===== config.mk =====
export PLATFORM = sky130hd
export DESIGN_NAME = stage_sequencer_flat
export DESIGN_NICKNAME = d
export VERILOG_FILES = /design/src/rtl/stage_sequencer_pkg.sv /design/src/rtl/stage_sequencer_if.sv /design/src/rtl/stage_sequencer_prog_loader.sv /design/src/rtl/stage_sequencer.sv /design/src/flat_wrapper.sv
export SDC_FILE = /design/constraint.sdc
export NUM_CORES = 1
export LEC_CHECK = 0
export CORE_MARGIN = 5
export CORE_UTILIZATION = 44
export CTS_BUF_LIST = sky130_fd_sc_hd__clkbuf_8 sky130_fd_sc_hd__clkbuf_16
export DETAILED_ROUTE_END_ITERATION = 10
export PLACE_DENSITY = 0.75
export SLEW_MARGIN = 20
export SYNTH_ARGS = -nofsm -noshare
export SYNTH_HDL_FRONTEND = slang
export SYNTH_HIERARCHICAL = 1
export SYNTH_SLANG_ARGS = --single-unit
export TNS_END_PERCENT = 100

===== constraint.sdc =====
create_clock -name clk -period 2.2 [get_ports clk]
set_clock_uncertainty 0.05 [all_clocks]
set_input_delay 0.22 -clock clk [delete_from_list [all_inputs] [get_ports clk]]
set_output_delay 0.22 -clock clk [all_outputs]
set_load 0.01 [all_outputs]

===== src/rtl/stage_sequencer_pkg.sv =====
// Shared stage codes (seen by control_unit) and the sequencer's internal state encodings.
package stage_sequencer_pkg;

  typedef enum logic [1:0] {
    STG_LOAD    = 2'b00,
    STG_FETCH   = 2'b01,
    STG_DECODE  = 2'b10,
    STG_EXECUTE = 2'b11
  } stage_t;

  typedef enum logic [2:0] {
    S_LOAD   = 3'd0,
    S_FETCH  = 3'd1,
    S_DECODE = 3'd2,
    S_EXEC   = 3'd3,
    S_HALT   = 3'd4
  } seq_state_t;

  // HALT presents FETCH so control_unit sees a benign stage while the datapath is frozen.
  function automatic stage_t stage_of(seq_state_t s);
    case (s)
      S_FETCH:  return STG_FETCH;
      S_DECODE: return STG_DECODE;
      S_EXEC:   return STG_EXECUTE;
      S_HALT:   return STG_FETCH;
      default:  return STG_LOAD;
    endcase
  endfunction

endpackage


===== src/rtl/stage_sequencer_if.sv =====
// Boot stream, debug controls and stage/enable outputs of the instruction sequencer.
interface stage_sequencer_if #(
  parameter int ADDR_W = 8,
  parameter int CNT_W  = 16
);
  logic              ld_valid;
  logic              ld_last;
  logic              ld_ready;
  logic              load_we;
  logic [ADDR_W-1:0] load_addr;
  logic              halt_req;
  logic              step;
  logic              reload;
  logic [1:0]        stage;
  logic              cpu_en;
  logic              pc_clr;
  logic              halted;
  logic              instr_retired;
  logic [CNT_W-1:0]  instr_count;

  modport master (
    output ld_valid, ld_last, halt_req, step, reload,
    input  ld_ready, load_we, load_addr, stage, cpu_en, pc_clr, halted,
           instr_retired, instr_count
  );

  modport slave (
    input  ld_valid, ld_last, halt_req, step, reload,
    output ld_ready, load_we, load_addr, stage, cpu_en, pc_clr, halted,
           instr_retired, instr_count
  );
endinterface


===== src/rtl/stage_sequencer_prog_loader.sv =====
// Boot-stream handshake and program-memory write address; flags the last accepted word.
module stage_sequencer_prog_loader #(
  parameter int PMEM_DEPTH = 256,
  parameter int ADDR_W     = $clog2(PMEM_DEPTH)
) (
  input  logic              clk,
  input  logic              rst_n,
  input  logic              active,
  input  logic              clear,
  input  logic              ld_valid,
  input  logic              ld_last,
  output logic              ld_ready,
  output logic              load_we,
  output logic              load_done,
  output logic [ADDR_W-1:0] load_addr
);
  localparam logic [ADDR_W-1:0] LAST_ADDR = ADDR_W'(PMEM_DEPTH - 1);

  assign ld_ready  = active;
  assign load_we   = ld_valid & active;
  // The top word ends the load even without ld_last, so the address never wraps onto word 0.
  assign load_done = load_we & (ld_last | (load_addr == LAST_ADDR));

  always_ff @(posedge clk or negedge rst_n) begin
    if (!rst_n) begin
      load_addr <= '0;
    end else if (clear || load_done) begin
      load_addr <= '0;
    end else if (load_we) begin
      load_addr <= load_addr + 1'b1;
    end
  end

endmodule


===== src/rtl/stage_sequencer.sv =====
// Instruction sequencer: boot load, then FETCH/DECODE/EXECUTE with halt, single-step and reload.
module stage_sequencer
  import stage_sequencer_pkg::*;
#(
  parameter int PMEM_DEPTH = 256,
  parameter int ADDR_W     = $clog2(PMEM_DEPTH),
  parameter int CNT_W      = 16
) (
  input  logic             clk,
  input  logic             rst_n,
  stage_sequencer_if.slave bus
);
  seq_state_t       state;
  logic             step_pend;
  logic             pc_clr;
  logic [CNT_W-1:0] instr_count;
  logic             load_we;
  logic             load_done;
  logic             ld_ready;
  logic [ADDR_W-1:0] load_addr;

  stage_sequencer_prog_loader #(
    .PMEM_DEPTH (PMEM_DEPTH),
    .ADDR_W     (ADDR_W)
  ) u_loader (
    .clk       (clk),
    .rst_n     (rst_n),
    .active    (state == S_LOAD),
    .clear     ((state == S_HALT) && bus.reload),
    .ld_valid  (bus.ld_valid),
    .ld_last   (bus.ld_last),
    .ld_ready  (ld_ready),
    .load_we   (load_we),
    .load_done (load_done),
    .load_addr (load_addr)
  );

  always_ff @(posedge clk or negedge rst_n) begin
    if (!rst_n) begin
      state       <= S_LOAD;
      step_pend   <= 1'b0;
      pc_clr      <= 1'b0;
      instr_count <= '0;
    end else begin
      pc_clr <= 1'b0;
      case (state)
        S_LOAD: begin
          if (load_done) begin
            pc_clr <= 1'b1;
            state  <= bus.halt_req ? S_HALT : S_FETCH;
          end
        end
        S_FETCH:  state <= S_DECODE;
        S_DECODE: state <= S_EXEC;
        S_EXEC: begin
          instr_count <= instr_count + 1'b1;
          step_pend   <= 1'b0;
          state       <= (bus.halt_req || step_pend) ? S_HALT : S_FETCH;
        end
        S_HALT: begin
          // reload beats step, and step beats a still-asserted halt_req.
          if (bus.reload) begin
            state       <= S_LOAD;
            instr_count <= '0;
          end else if (bus.step) begin
            state     <= S_FETCH;
            step_pend <= 1'b1;
          end else if (!bus.halt_req) begin
            state <= S_FETCH;
          end
        end
        default: state <= S_LOAD;
      endcase
    end
  end

  assign bus.ld_ready      = ld_ready;
  assign bus.load_we       = load_we;
  assign bus.load_addr     = load_addr;
  assign bus.stage         = stage_of(state);
  assign bus.cpu_en        = (state == S_LOAD) ? load_we :
                             ((state == S_FETCH) || (state == S_DECODE) || (state == S_EXEC));
  assign bus.pc_clr        = pc_clr;
  assign bus.halted        = (state == S_HALT);
  assign bus.instr_retired = (state == S_EXEC);
  assign bus.instr_count   = instr_count;

endmodule


===== src/flat_wrapper.sv =====
// flat-port wrapper written by rule: the top's interface ports become plain ports
module stage_sequencer_flat import stage_sequencer_pkg::*;
#(
  parameter int PMEM_DEPTH = 256,
  parameter int ADDR_W     = $clog2(PMEM_DEPTH),
  parameter int CNT_W      = 16
)
  (clk, rst_n, bus_ld_valid, bus_ld_last, bus_halt_req, bus_step, bus_reload, bus_ld_ready, bus_load_we, bus_load_addr, bus_stage, bus_cpu_en, bus_pc_clr, bus_halted, bus_instr_retired, bus_instr_count);
  stage_sequencer_if #(.ADDR_W(ADDR_W), .CNT_W(CNT_W)) bus_i ();
  input  logic clk;
  input  logic rst_n;
  input wire logic [$bits(bus_i.ld_valid)-1:0] bus_ld_valid;
  input wire logic [$bits(bus_i.ld_last)-1:0] bus_ld_last;
  input wire logic [$bits(bus_i.halt_req)-1:0] bus_halt_req;
  input wire logic [$bits(bus_i.step)-1:0] bus_step;
  input wire logic [$bits(bus_i.reload)-1:0] bus_reload;
  output wire logic [$bits(bus_i.ld_ready)-1:0] bus_ld_ready;
  output wire logic [$bits(bus_i.load_we)-1:0] bus_load_we;
  output wire logic [$bits(bus_i.load_addr)-1:0] bus_load_addr;
  output wire logic [$bits(bus_i.stage)-1:0] bus_stage;
  output wire logic [$bits(bus_i.cpu_en)-1:0] bus_cpu_en;
  output wire logic [$bits(bus_i.pc_clr)-1:0] bus_pc_clr;
  output wire logic [$bits(bus_i.halted)-1:0] bus_halted;
  output wire logic [$bits(bus_i.instr_retired)-1:0] bus_instr_retired;
  output wire logic [$bits(bus_i.instr_count)-1:0] bus_instr_count;
  assign bus_i.ld_valid = bus_ld_valid;
  assign bus_i.ld_last = bus_ld_last;
  assign bus_i.halt_req = bus_halt_req;
  assign bus_i.step = bus_step;
  assign bus_i.reload = bus_reload;
  assign bus_ld_ready = bus_i.ld_ready;
  assign bus_load_we = bus_i.load_we;
  assign bus_load_addr = bus_i.load_addr;
  assign bus_stage = bus_i.stage;
  assign bus_cpu_en = bus_i.cpu_en;
  assign bus_pc_clr = bus_i.pc_clr;
  assign bus_halted = bus_i.halted;
  assign bus_instr_retired = bus_i.instr_retired;
  assign bus_instr_count = bus_i.instr_count;
  stage_sequencer #(.PMEM_DEPTH(PMEM_DEPTH), .ADDR_W(ADDR_W), .CNT_W(CNT_W)) u_core (.clk(clk), .rst_n(rst_n), .bus(bus_i));
endmodule

==> results of run 1 <==
[where the power goes]
part	internal, W	total [W]	switching (W)
clock network	0.000282	0.000484	0.000202
registers	0.000646	0.000768	0.000123
logic	0.000529	0.00102	0.000487
total	0.00146	0.00227	0.000812
[layout by cell type, fill, tap and decap left out, types with 2 or more instances in the layout]
cell	Yosys	layout
nand2_1	11	11
nor2_1	14	14
nor2b_1	3	3
nand4_1	5	5
and2_1	2	2
ha_1	2	2
nand3_1	5	5
o21ai_0	11	11
clkbuf_8	0	7
buf_4	2	12
xnor2_1	3	3
inv_1	8	8
dfrtp_1	29	29
o31ai_1	6	6
a31oi_1	3	3
xor2_1	6	6
or4_1	5	5
a21oi_1	14	14
o22ai_1	2	2
nor3_1	3	3
or3_1	7	7
nand2b_1	2	2
clkdlybuf4s50_1	0	38
and3_1	3	3
[sequential cells by signal, summed over array words and instances, names as in the netlist]
register,count
u_core/bus.instr_count,16
u_core/u_loader/load_addr,8
u_core/state,3
u_core/bus.pc_clr,1
u_core/step_pend,1
[per-layer routing]
| metal | part of all wire [%] | track usage, % | up-vias | wire length (µm) |
|---|---|---|---|---|
| met2 | 50 | 27.09 | 41 | 1890 |
| met3 | 6.8 | 6.392 | 5 | 261 |
| met4 | 0.84 | 4.802 | 0 | 32 |
| met1 | 43 | 19.57 | 733 | 1632 |
| met5 | 0 | 0 | - | 0 |
| li1 | - | - | 725 | - |
[final cells by class]
cell class	count	area, µm²	area share, %
tap	48	60.06	2.724
sequential	29	725.7	32.92
clock buffer	7	96.34	4.370
inverter	8	30.03	1.362
timing repair buffer	50	470.5	21.34
multi-input combinational	124	817.0	37.06
clock inverter	1	5.005	0.2270
[cell usage after synthesis, types with 2 or more instances]
master / instances
nand2b_1: 2
dfrtp_1: 29
or3_1: 7
a31oi_1: 3
xnor2_1: 3
ha_1: 2
o31ai_1: 6
inv_1: 8
buf_6: 2
o21ai_0: 11
and3_1: 3
nand2_1: 11
nor2_1: 14
nor2b_1: 3
and2_1: 2
or4_1: 5
nand4_1: 5
o22ai_1: 2
xor2_1: 6
buf_4: 2
nand3_1: 5
buf_2: 2
a21oi_1: 14
clkbuf_1: 2
nor3_1: 3
[logic make-up after synthesis]
logic type / after synthesis / share of synthesized area, %
simple gates: 67 / 23.77
flops: 29 / 44.62
fa+ha+maj: 2 / 1.538
buf+inv: 16 / 5.231
compound gates: 46 / 20.00
xor+xnor: 9 / 4.846
[final timing paths]
path                                       start                      endpoint  cells after the start  slack, ns
worst min-delay path                       rst_n     u_core/bus.instr_count[5]                      2       0.28
worst min register to register  u_core/step_pend              u_core/step_pend                      2       0.49
min in group clk                u_core/step_pend              u_core/step_pend                      2       0.49
worst max register to register   u_core/state[1]    u_core/bus.instr_count[14]                      5       0.21
max in group asynchronous                  rst_n  u_core/u_loader/load_addr[6]                      2       1.55
worst max-delay path             u_core/state[1]             bus_instr_retired                      4       0.12
[per-stage QoR]
stage / instance area (µm²) / power [W] / setup WS, ns / hold slack [ns] / TNS [ns]
6_report: 2205 / 0.002269 / 0.1216 / 0.2767 / 0
5_1_grt: 2205 / 0.002426 / -0.002817 / 0.3147 / -0.002817
4_1_cts: 2203 / 0.002293 / 0.005089 / 0.2893 / 0
3_5_place_dp: 2102 / 0.001793 / 0.05616 / 0.4649 / 0
3_3_place_gp: 2102 / 0.001757 / 0.1380 / 0.4492 / 0
2_1_floorplan: 1628 / 0.001314 / 0.1094 / -0.1256 / 0
==> results.md, run 1 <==
* Status: completed
* Die area at 0.005013 mm²
* Worst-Margin Slew at 0.5115 ns
* PortBufs at 38
* H-tree depth at 2
* I/O pin cnt at 39
* Max_slew headroom at 65.90%
* Hold_buf cts at 0
* Nets at 227
* Syn_nets at 178
* DP HPWL at 2819 µm
* GRT Total Usage at 16.31%
* Post-synthesis sequential area ratio at 44.62%
* Via count at 1504
* Clk root buf: clkbuf_8
* Ys async rst share at 100.0%
* Largest net degree at the start of global routing at 30
* Share of layout cells above drive strength 1 at 12.79%
* Worst-case clock buffer depth at 2
* Post-cts resize count at 0
* PD cells at 1029 mW/mm²
* DRT Pass-1 Iters at 4
* Initial core utilization at 44.77%
* First-pass GRT wire length at 6679 µm
* Tcrit/Tclk final at 94.47%
* Placed Cells at 259
* Vias/cell at 5.633
* Width of the die at 70.80 µm
* Peak VDD IR at 555.2 µV
* Critical path fanouts, max at 9
* Final design utilization at 60.67%
* Synth top area cells: dfrtp_1, a21oi_1, o21ai_0
* Post-synth EDFFs at 0
* Postcts setup bufs at 0
* Hold Path Class: in2async
* Cell mode on critical path: buf_4
* Most used DFF post-synth: dfrtp_1
* Synth cell types at 42
* Share of the synthesized area in the top cell type at 44.62%
* Gpl congestion at 0.7823
* Die height at 70.80 µm
* CORE AREA at 0.003633 mm²
* Syn Area/Cell at 9.625 µm²
* P_leak at 0.9381 nW
* Synth area leader: dfrtp_1
* Fillers at 325
* Ys Warns at 6
* Grt ovf at 0
* Routed Antenna Nets at 0
* Tmin final at 2.078 ns
* Clock sinks at 29
* Startpoint types: flop
* Cts bufs inserted at 5
* Initial DRC Count at 98
* Worst Setup End Kind: primary output
* Worst-path cell chain: buf_4 -> and3b_2 -> buf_4 -> clkdlybuf4s50_1
* CTS tree: yes
* Final wirelength at 3816 µm
* Row cnt at 22
* Largest delay share family, worst path: buffers and inverters
* Drt drc at 0
* Final Hold Fails at 0
* Area Overhead vs Synth at 35.54%
* WL per Instance at 14.29 µm
* WS Path Type: reg2out
* Max-cap violation count at 0
* Final max-slew violation count at 0
* Cell Count, Final, Fillers Out at 267
* ANT cells at 0
* Max Fclk at 0.4811 GHz
* Worst EP arrival at 1.81 ns
* Worst path buffer plus inverter count at 3
* Slowest cell on crit path: clkdlybuf4s50_1
* RSZ-0062 raised after global routing: yes
* Synthesized instance count at 169
* Max stage delay on crit path at 0.55 ns
* Required @ worst endpoint at 1.93 ns
* Final setup fails at 0
* Flops & latches, synth at 29
* Number of global-route vias before repair at 1448
* Worst-Skew Late Latency at 0.28 ns
* Clk pin slew, worst setup/hold paths at 0.06 ns
* Initial antenna violation count at 0
* Mapped cell area at 0.001627 mm²
(Power assumes the default switching activity.)
==> inputs of run 2 (changes only) <==
Settings changed: SLEW_MARGIN 20 to unset.
==> results of run 2 <==
Same layout as run 1: the final DEF is identical, and so are final timing and power.
